## src/rtl/ff_inv_pkg.sv

```systemverilog
// Shared field-element definitions for the Itoh-Tsuji inversion datapath.
package ff_inv_pkg;

  localparam int FF_WIDTH = 8;

  typedef logic [FF_WIDTH-1:0] elem_t;

  // Multiplicative identity of the field.
  localparam elem_t ONE = {{(FF_WIDTH-1){1'b0}}, 1'b1};

endpackage

```

## src/rtl/beta_store_rd.sv

```systemverilog
// Read-path register stage of beta_store: registered data, valid and error flags,
// with a forwarding mux for same-cycle writes.
module beta_store_rd #(
  parameter int WIDTH = 8
) (
  input  logic             CLK,
  input  logic             RST_N,
  input  logic             rd_en,
  input  logic             rd_in_range,
  input  logic             rd_written,
  input  logic [WIDTH-1:0] rd_word,
  input  logic             byp_hit,
  input  logic [WIDTH-1:0] byp_data,
  output logic [WIDTH-1:0] rd_data,
  output logic             rd_valid,
  output logic             rd_err
);

  logic [WIDTH-1:0] rd_data_q, rd_data_d;
  logic             rd_valid_q, rd_valid_d;
  logic             rd_err_q, rd_err_d;

  // rd_data holds across idle cycles; valid and err only describe the last read.
  always_comb begin
    rd_data_d  = rd_data_q;
    rd_valid_d = rd_en;
    rd_err_d   = 1'b0;
    if (rd_en) begin
      if (byp_hit) begin
        rd_data_d = byp_data;
      end else if (!rd_in_range) begin
        rd_data_d = '0;
        rd_err_d  = 1'b1;
      end else begin
        rd_data_d = rd_word;
        rd_err_d  = !rd_written;
      end
    end
  end

  always_ff @(posedge CLK or negedge RST_N) begin
    if (!RST_N) begin
      rd_data_q  <= '0;
      rd_valid_q <= 1'b0;
      rd_err_q   <= 1'b0;
    end else begin
      rd_data_q  <= rd_data_d;
      rd_valid_q <= rd_valid_d;
      rd_err_q   <= rd_err_d;
    end
  end

  assign rd_data  = rd_data_q;
  assign rd_valid = rd_valid_q;
  assign rd_err   = rd_err_q;

endmodule

```

## src/rtl/beta_store.sv

```systemverilog
// Register bank for intermediate beta_k values; entry 0 holds ONE after reset/clear.
// Same-address read/write forwarding is enabled by defining BETA_STORE_BYPASS_EN.
module beta_store
  import ff_inv_pkg::*;
#(
  parameter int WIDTH = FF_WIDTH,
  parameter int DEPTH = 4,
  parameter int AW    = $clog2(DEPTH)
) (
  input  logic             CLK,
  input  logic             RST_N,
  input  logic             clr,
  input  logic             wr_en,
  input  logic [AW-1:0]    wr_addr,
  input  logic [WIDTH-1:0] wr_data,
  input  logic             rd_en,
  input  logic [AW-1:0]    rd_addr,
  output logic [WIDTH-1:0] rd_data,
  output logic             rd_valid,
  output logic             rd_err,
  output logic [DEPTH-1:0] ent_valid
);

  localparam logic [WIDTH-1:0] ONE_W   = WIDTH'(ONE);
  localparam logic [DEPTH-1:0] ENT_RST = DEPTH'(1);

  logic [WIDTH-1:0] mem_q [DEPTH];
  logic [WIDTH-1:0] mem_d [DEPTH];
  logic [DEPTH-1:0] ent_valid_q, ent_valid_d;
  logic [DEPTH-1:0] wr_hit, rd_hit;
  logic [WIDTH-1:0] rd_word;
  logic             rd_in_range, rd_written, byp_hit;

  // One-hot address decode; out-of-range addresses decode to all zeros,
  // so dropped writes and error reads need no separate range compare.
  always_comb begin
    wr_hit = '0;
    rd_hit = '0;
    for (int i = 0; i < DEPTH; i++) begin
      wr_hit[i] = wr_en && (wr_addr == AW'(i));
      rd_hit[i] = (rd_addr == AW'(i));
    end
  end

  always_comb begin
    rd_word = '0;
    for (int i = 0; i < DEPTH; i++) begin
      if (rd_hit[i]) rd_word = mem_q[i];
    end
  end

  assign rd_in_range = |rd_hit;
  assign rd_written  = |(rd_hit & ent_valid_q);

  // Clear wins over a same-cycle write.
  always_comb begin
    ent_valid_d = ent_valid_q;
    for (int i = 0; i < DEPTH; i++) mem_d[i] = mem_q[i];
    if (clr) begin
      ent_valid_d = ENT_RST;
      for (int i = 0; i < DEPTH; i++) mem_d[i] = (i == 0) ? ONE_W : '0;
    end else begin
      for (int i = 0; i < DEPTH; i++) begin
        if (wr_hit[i]) begin
          mem_d[i]       = wr_data;
          ent_valid_d[i] = 1'b1;
        end
      end
    end
  end

  always_ff @(posedge CLK or negedge RST_N) begin
    if (!RST_N) begin
      ent_valid_q <= ENT_RST;
      for (int i = 0; i < DEPTH; i++) mem_q[i] <= (i == 0) ? ONE_W : '0;
    end else begin
      ent_valid_q <= ent_valid_d;
      for (int i = 0; i < DEPTH; i++) mem_q[i] <= mem_d[i];
    end
  end

`ifdef BETA_STORE_BYPASS_EN
  assign byp_hit = rd_en && !clr && |(wr_hit & rd_hit);
`else
  assign byp_hit = 1'b0;
`endif

  beta_store_rd #(
    .WIDTH(WIDTH)
  ) u_rd (
    .CLK        (CLK),
    .RST_N      (RST_N),
    .rd_en      (rd_en),
    .rd_in_range(rd_in_range),
    .rd_written (rd_written),
    .rd_word    (rd_word),
    .byp_hit    (byp_hit),
    .byp_data   (wr_data),
    .rd_data    (rd_data),
    .rd_valid   (rd_valid),
    .rd_err     (rd_err)
  );

  assign ent_valid = ent_valid_q;

endmodule

```

## config.mk

```make
export PLATFORM = sky130hd
export DESIGN_NAME = beta_store
export DESIGN_NICKNAME = d
export VERILOG_FILES = /design/src/rtl/ff_inv_pkg.sv /design/src/rtl/beta_store_rd.sv /design/src/rtl/beta_store.sv
export SDC_FILE = /design/constraint.sdc
export NUM_CORES = 1
export LEC_CHECK = 0
export BUFFER_PORTS_ARGS = -buffer_cell sky130_fd_sc_hd__buf_4
export CAP_MARGIN = 20
export CORE_MARGIN = 5
export CORE_UTILIZATION = 60
export DETAILED_ROUTE_END_ITERATION = 10
export GPL_ROUTABILITY_DRIVEN = 0
export PLACE_DENSITY = 0.84
export SLEW_MARGIN = 20
export SYNTH_ARGS = -nofsm -noshare
export SYNTH_HDL_FRONTEND = slang
export SYNTH_SLANG_ARGS = --single-unit
```

## constraint.sdc

```tcl
create_clock -name CLK -period 2.3 [get_ports CLK]
set_input_delay 0 -clock CLK [delete_from_list [all_inputs] [get_ports CLK]]
set_output_delay 0 -clock CLK [all_outputs]
set_load 0.05 [all_outputs]
```

==> results.toml, run 1 <==
[layout]
fin_util = 0.7334
stdcell_count = 269
areaGrowthSynthToFinish_pct = 18.62
diodes = 0
fill_cells = 248
drive_gt1_frac = 0.2152
final_area_mm2 = 0.002447
nNetsFinal = 239

[global_routing]
grt_pass1_wl_mm = 7.293
grt_pass1_vias = 1518
grt_max_degree = 46
grt_antenna_before_repair = 0
grt_overflow = 0
grt_usage = 0.2169

[routing]
post_drt_wl_per_cell_um = 16.68
final_antenna_net_count = 0
first_iter_violations = 75
wl_mm = 4.488
drt-vias-per-instance = 5.520
vias = 1485
drc = 0
firstDrtPassIters = 4

[worst_hold_path]
hp-start = "clr"
whs_path_depth = 2
worstHoldEndpoint = "mem_q[18]"
hold_class = "primary input to flop"

[placed_design]
dpl_cell_area_mm2 = 0.002252
place_inst = 250
numPortBuffers = 29
dp_hpwl_mm = 2.909

[floorplan]
ios = 31
dieArea_mm2 = 0.004711
rows = 21
core-area_mm2 = 0.003337
die_x_um = 68.64
die_h_um = 68.64
initial_core_util = 0.6183

[sta]
fin_crit_sh = 0.5354
slew_violations = 0
setup_violations = 0
fmax_mhz = 812.0
finalSetupTns_ns = 0
max_slew_margin = 0.3917
fin_skew_ns = 0.005930
hold_viol_final = 0
rsz0062_at_grt = "false"
fin_crit_ns = 1.232
worst_pin_slew_ns = 0.9085

[logic_synthesis]
ys_seq_area_frac = 0.5464
synth_top_area_share = 0.5337
yosys_warnings = 0
synth_top_area_cell = "dfrtp_1"
synth_area_leaders = "dfrtp_1, mux2i_1, nand2_1"
ys.flop_type = "dfrtp_1"
netlist_instances = 188
synth_area_mm2 = 0.002063
yosysMostFrequentCell = "dfrtp_1"
ys_types = 23
synth_enable_flop_cells = 0
syn_area_per_cell_um2 = 10.97
async_flop_share = 1.000
synth_seq_cells = 45
syn_nets = 205
synth_top_cells_by_count = "dfrtp_1, mux2i_1, nand2_1, nor2_1, a21oi_1"

[critical_path]
cp.required_ns = 2.57
r2r_setup_slack_ns = 1.30
rr_startpoint = "mem_q[16]"
crit_fanout = 12
cp_data_arrival_time_ns = 1.50
start_kind = "primary input"
rr_endpoint = "u_rd.rd_data[0]"
critPathLaunch = "rd_en"
end_kind = "flop"
reg2regPathDepth = 3
critical_path_class = "primary input to flop"

[clocking]
clk_path_buf_depth = 2
clkTransAtPathRegs_ns = 0.13
htree_num_levels = 2
clock_sinks = 45
cts_root_buffer = "clkbuf_4"
cts_tree = "done"
cts_setup_buffers = 0
clk_latency_ns = 0.35
cts-buffers-inserted = 5

[status]
outcome = "finished, final reports clean"

[run]
drv_cap = 0

[power_and_ir_drop]
switching_share = 0.2625
pwr-share-clk = 0.321
power_switching_mw = 0.4179
p_int_mw = 1.174
seqPwrFrac = 0.528
power.leakage_nw = 1.236
power_density_mw_per_mm2 = 650.5
vdd_drop_max_v = 0.0005196
comb_power_share = 0.151
## cell usage in the layout (no fill, tap or decap)
cell / count
a21oi_1: 11
conb_1: 1
clkbuf_4: 5
nor3b_2: 1
nor2b_2: 1
buf_4: 29
nor2b_1: 2
mux2_4: 2
o221ai_1: 8
nor2_1: 25
inv_1: 10
mux2_2: 6
clkbuf_1: 1
nand2_1: 25
nand3_1: 1
dlygate4sd3_1: 11
mux2i_1: 32
dfrtp_1: 44
bufinv_16: 1
a211o_1: 1
nor3b_1: 1
nand3b_1: 2
clkbuf_8: 1
and3_2: 1
dfstp_2: 1
## state kept, by name, summed over array words and instances, names as in the netlist
signal	cells
mem_q	32
u_rd.rd_data	8
u_rd.rd_err	1
ent_valid	3
u_rd.rd_valid	1
## logic make-up (layout without fill, tap and decap cells)
kind of cell,count (synthesis),count (layout),share of synthesized area
AO/OA/AOI/OAI,20,20,0.06489
buffers and inverters,23,58,0.06003
AND/OR/NAND/NOR,59,59,0.1243
multiplexers,40,40,0.2025
flip-flops,45,45,0.5464
other,1,1,0.001818
## power by group through the flow
stage	clock network [mW]	registers (mW)	logic [mW]
final	0.510	0.841	0.241
after global routing	0.552	0.844	0.260
after CTS	0.518	0.841	0.241
after detailed placement	0	0.856	0.226
after global placement	0	0.853	0.219
after floorplan	0	0.897	0.101
## per-layer routing
layer | global-route usage | vias to the layer above | part of all wire
met5 | 0 | - | 0
met1 | 0.2665 | 742 | 0.41
met2 | 0.3743 | 41 | 0.53
met4 | 0.07444 | 0 | 0.0098
li1 | - | 696 | -
met3 | 0.04862 | 6 | 0.053
## stage by stage
| stage | hold slack, ns | power (mW) | setup slack (ns) |
|---|---|---|---|
| 2_1_floorplan | -0.2956 | 0.9986 | 1.229 |
| 3_3_place_gp | 0.01301 | 1.072 | 1.031 |
| 3_5_place_dp | 0.02844 | 1.082 | 0.9183 |
| 4_1_cts | 0.02199 | 1.600 | 1.116 |
| 5_1_grt | 0.04102 | 1.656 | 0.9864 |
| 6_report | 0.03953 | 1.592 | 1.068 |
## how the worst max path moves through the flow
stage | cells after the start | slack (ns) | endpoint
floorplan | 3 | 1.23 | u_rd.rd_err
global placement | 4 | 1.03 | mem_q[28]
detailed placement | 4 | 0.92 | mem_q[30]
CTS | 5 | 1.12 | u_rd.rd_data[6]
global route | 5 | 0.99 | u_rd.rd_data[4]
finish | 5 | 1.07 | u_rd.rd_data[0]
## worst max-delay path: stages
cell           delay (ns)
dlygate4sd3_1        0.53
buf_4                0.19
nor2b_1              0.54
nand2_1              0.12
o221ai_1             0.11
## area by class of cell
type                    count  area (µm²)  area share
clock inverters             1       30.03     0.01227
multi-input cells         120       812.0      0.3318
inverters                  10       37.54     0.01534
well taps                  46       57.56     0.02352
repair buffers             40       327.8      0.1339
flip-flops and latches     45        1127      0.4606
clock buffers               7       55.05     0.02249
## what timing repair did
item                                    CTS  global route
hold buffers                             11             0
resized for setup                         0             0
hold endpoints to repair                 87             0
endpoints found under the setup margin    0             0
Power figures use the tool's default switching activity.
==> inputs of run 2 (changes only) <==
- ABC_AREA: unset -> 1
- CORE_UTILIZATION: 60 -> 56
- PLACE_DENSITY: 0.84 -> 0.8
- clock period: 2.3 -> 1.3 ns (I/O delays scaled with it)
==> results.toml, run 2 <==
[status]
outcome = "finished, final reports clean"

[routing]
post_drt_wl_per_cell_um = 13.01
first_iter_violations = 139
drc = 0
final_antenna_net_count = 0
wl_mm = 4.578
firstDrtPassIters = 4
drt-vias-per-instance = 5.094
vias = 1793

[clocking]
clock_sinks = 45
htree_num_levels = 2
clkTransAtPathRegs_ns = 0.08
cts_tree = "done"
cts-buffers-inserted = 5
clk_latency_ns = 0.29
cts_root_buffer = "clkbuf_8"
cts_setup_buffers = 0
clk_path_buf_depth = 2

[logic_synthesis]
synth_enable_flop_cells = 0
yosys_warnings = 0
synth_top_cells_by_count = "nand2_1, dfrtp_1, inv_1, nand3_1, o21ai_0"
ys.flop_type = "dfrtp_1"
synth_top_area_cell = "dfrtp_1"
yosysMostFrequentCell = "nand2_1"
synth_top_area_share = 0.5266
synth_area_leaders = "dfrtp_1, nand2_1, inv_1"
syn_area_per_cell_um2 = 7.744
netlist_instances = 270
synth_seq_cells = 45
synth_area_mm2 = 0.002091
ys_seq_area_frac = 0.5392
syn_nets = 287
ys_types = 20
async_flop_share = 1.000

[run]
drv_cap = 0

[critical_path]
path_cells = "dlygate4sd3_1 -> buf_4 -> inv_2 -> nand2_2 -> nand2_1 -> o21ai_0"
cp.required_ns = 1.47
rr_endpoint = "u_rd.rd_data[5]"
crit_path_top_delay_cell = "dlygate4sd3_1"
r2r_setup_slack_ns = 0.37
critical_path_class = "primary input to flop"
max_stage_delay_ns = 0.53
start_kind = "primary input"
crit_family = "buffers and inverters"
critPathLaunch = "clr"
cp_data_arrival_time_ns = 1.33
worstSetupEndpoint = "mem_q[13]"
critPathBufInv = 3
crit_fanout = 15
rr_startpoint = "mem_q[29]"
crit_cells = 6
reg2regPathDepth = 6
end_kind = "flop"

[global_routing]
grt_antenna_before_repair = 0
grt_usage = 0.2002
grt_pass1_wl_mm = 8.059
grt_overflow = 0
grt_pass1_vias = 1721
grt_max_degree = 46

[layout]
fin_util = 0.6770
nNetsFinal = 320
final_common_cell = "nand2_1"
areaGrowthSynthToFinish_pct = 17.65
top_register = "mem_q"
drive_gt1_frac = 0.1579
fill_cells = 331
largest_reg_flops = 32
diodes = 0
layout_common_cells = "nand2_1, dfrtp_1, inv_1"

[placed_design]
dp_hpwl_mm = 3.158
numPortBuffers = 29

[sta]
fin_skew_ns = 0.006364
slew_violations = 0
rsz0062_at_grt = "false"
setup_violations = 0
hold_viol_final = 0
fin_crit_sh = 0.8943
max_slew_margin = 0.6201
whs_ns = 0.06779
finalSetupTns_ns = 0
worst_pin_slew_ns = 0.5698
fmax_mhz = 860.1
fin_crit_ns = 1.163

[power_and_ir_drop]
power.leakage_nw = 1.337
vdd_drop_max_v = 0.0008285
total_power_mw = 3.068
power_density_mw_per_mm2 = 1247

[floorplan]
initial_core_util = 0.5754
die_h_um = 71.10
die_x_um = 71.10
core-area_mm2 = 0.003633
ios = 31
dieArea_mm2 = 0.005055
rows = 22

[worst_hold_path]
hold_class = "primary input to flop"
## run 2: timing repair
action                                 in CTS  in global routing
gates resized for setup                     0                  1
setup endpoints to repair                   0                  7
endpoints found under the hold margin      50                  0
hold buffers                                4                  0
## run 2: layout make-up
type | count | area [µm²] | share of cell area
sequential | 45 | 1127 | 0.4583
clock buffer | 8 | 90.09 | 0.03662
inverter | 36 | 135.1 | 0.05493
timing repair buffer | 34 | 265.3 | 0.1078
multi-input combinational | 181 | 782.0 | 0.3179
tap | 48 | 60.06 | 0.02442
## run 2: cell families (layout without fill, tap and decap cells)
logic type      count (synthesis)  in the layout  synth area share
flops                          45             45            0.5392
other cells                     1              1          0.001794
simple gates                  142            142            0.2777
buf+inv                        44             78           0.08796
compound gates                 38             38           0.09336
## run 2: stage by stage
stage | instance area, µm² | cells | setup WS (ns)
after global routing | 2460 | 352 | 0.03241
after floorplan | 2091 | 270 | 0.2348
final | 2460 | 352 | 0.1374
after detailed placement | 2327 | 340 | 0.3115
after CTS | 2457 | 352 | 0.06158
after global placement | 2327 | 340 | 0.3639
## run 2: how the worst min path moves through the flow
stage | from | endpoint | cells after the start
6_report | wr_data[7] | mem_q[7] | 5
4_1_cts | wr_data[7] | mem_q[7] | 5
5_1_grt | wr_data[6] | mem_q[30] | 5
2_1_floorplan | RST_N | ent_valid[1] | 0
3_5_place_dp | RST_N | ent_valid[1] | 1
3_3_place_gp | RST_N | ent_valid[1] | 1
## run 2: metal layers
metal,up-vias,global-route usage,routed length (µm)
met4,0,0.06889,58
met3,7,0.03551,303
met1,834,0.2951,2147
met5,-,0,0
met2,55,0.2976,2068
li1,897,-,-
## run 2: power breakdown
part           switching (mW)  total, mW  internal, mW
logic                   0.430      0.622         0.192
registers              0.0551       1.58          1.52
clock network           0.433      0.866         0.434
## run 2: tightest hold or removal path, stage by stage
cell     delay, ns
buf_4         0.11
inv_1         0.04
nor2_1        0.06
nand2_1       0.07
nand2_1       0.04
==> inputs of run 3 (changes only) <==
- PLACE_DENSITY: 0.8 -> 0.79
==> results.toml, run 3 (same netlist as run 2, synthesis figures left out) <==
[floorplan]
initial_core_util = 0.5754
ios = 31
rows = 22
dieArea_mm2 = 0.005055
die_x_um = 71.10
core-area_mm2 = 0.003633
die_h_um = 71.10

[sta]
fin_skew_ns = 0.002728
worst_pin_slew_ns = 0.5470
rsz0062_at_grt = "false"
slew_violations = 0
fin_crit_sh = 0.9468
fmax_mhz = 812.4
finalSetupTns_ns = 0
setup_violations = 0
whs_ns = 0.07199
fin_crit_ns = 1.231
hold_viol_final = 0
setup_slack_ns = 0.06913
max_slew_margin = 0.6353

[critical_path]
critPathLaunch = "clr"
rr_endpoint = "u_rd.rd_data[0]"
rr_startpoint = "mem_q[24]"
cp.required_ns = 1.47
worstSetupEndpoint = "mem_q[19]"
r2r_setup_slack_ns = 0.36
critical_path_class = "primary input to flop"
start_kind = "primary input"
crit_fanout = 14
cp_data_arrival_time_ns = 1.40
reg2regPathDepth = 6
end_kind = "flop"

[global_routing]
grt_pass1_wl_mm = 8.148
grt_pass1_vias = 1713
grt_antenna_before_repair = 0
grt_max_degree = 46
grt_usage = 0.2065
grt_overflow = 0

[clocking]
clk_latency_ns = 0.29
cts-buffers-inserted = 5
clock_sinks = 45
cts_root_buffer = "clkbuf_8"
cts_setup_buffers = 0
htree_num_levels = 2
clk_path_buf_depth = 2
cts_tree = "done"
clkTransAtPathRegs_ns = 0.08

[worst_hold_path]
hold_class = "primary input to flop"

[placed_design]
place_inst = 340
dp_hpwl_mm = 3.332
dpl_cell_area_mm2 = 0.002327
place_ws_ns = 0.3432
numPortBuffers = 29

[run]
drv_cap = 0

[routing]
firstDrtPassIters = 4
post_drt_wl_per_cell_um = 13.28
drc = 0
drt-vias-per-instance = 5.190
wl_mm = 4.674
vias = 1827
final_antenna_net_count = 0
first_iter_violations = 163

[layout]
largest_reg_flops = 32
nNetsFinal = 320
drive_gt1_frac = 0.1546
multi_input_area_um2 = 782.0
final_area_mm2 = 0.002450
layout_common_cells = "nand2_1, dfrtp_1, inv_1"
fin_util = 0.6742
fill_cells = 325
diodes = 0
top_register = "mem_q"
seqCellArea_mm2 = 0.001127
final_common_cell = "nand2_1"
areaGrowthSynthToFinish_pct = 17.18
stdcell_count = 352

[power_and_ir_drop]
power_density_mw_per_mm2 = 1233
power.leakage_nw = 1.331
vdd_drop_max_v = 0.0007840
total_power_mw = 3.020

[status]
outcome = "finished, final reports clean"
-- run 3: cell count changes in the layout (fill, tap and decap cells not counted) --
cell	delta
clkbuf_1	+1
clkbuf_8	-1
-- run 3: cell type report --
type / count / area share
tap: 48 / 0.02451
sequential: 45 / 0.4602
clock buffer: 8 / 0.03269
timing repair buffer: 34 / 0.1083
multi-input combinational: 181 / 0.3192
inverter: 36 / 0.05516
-- run 3: worst min path at each step --
stage | startpoint | slack, ns | end | depth (start not counted)
3_5_place_dp | RST_N | 0.03 | mem_q[14] | 1
5_1_grt | wr_en | 0.1 | ent_valid[2] | 3
3_3_place_gp | RST_N | 0.02 | mem_q[14] | 1
6_report | wr_data[5] | 0.07 | mem_q[21] | 5
2_1_floorplan | RST_N | -0.30 | ent_valid[1] | 0
4_1_cts | wr_data[5] | 0.06 | mem_q[21] | 5
-- run 3: per-layer routing --
metal / GRT usage / up-vias / wire length, µm
li1: - / 902 / -
met1: 0.2916 / 845 / 2108
met2: 0.3151 / 71 / 2150
met3: 0.04688 / 9 / 325
met4: 0.06889 / 0 / 89
met5: 0 / - / 0
-- run 3: critical path, stage by stage --
cell and delay (ns):
dlygate4sd3_1 0.54, buf_4 0.19, inv_2 0.12, buf_4 0.22, nand2_2 0.15, nand2_1 0.09
o21ai_0 0.09
-- run 3: where the power goes --
| group | switching (mW) | internal [mW] |
|---|---|---|
| combinational | 0.436 | 0.193 |
| sequential | 0.0536 | 1.52 |
| clock | 0.431 | 0.382 |
-- run 3: repair_timing --
item	4_1_cts	5_1_grt
hold endpoints to repair	49	0
hold buffers	4	0
setup endpoints to repair	0	1
resized for setup	0	1
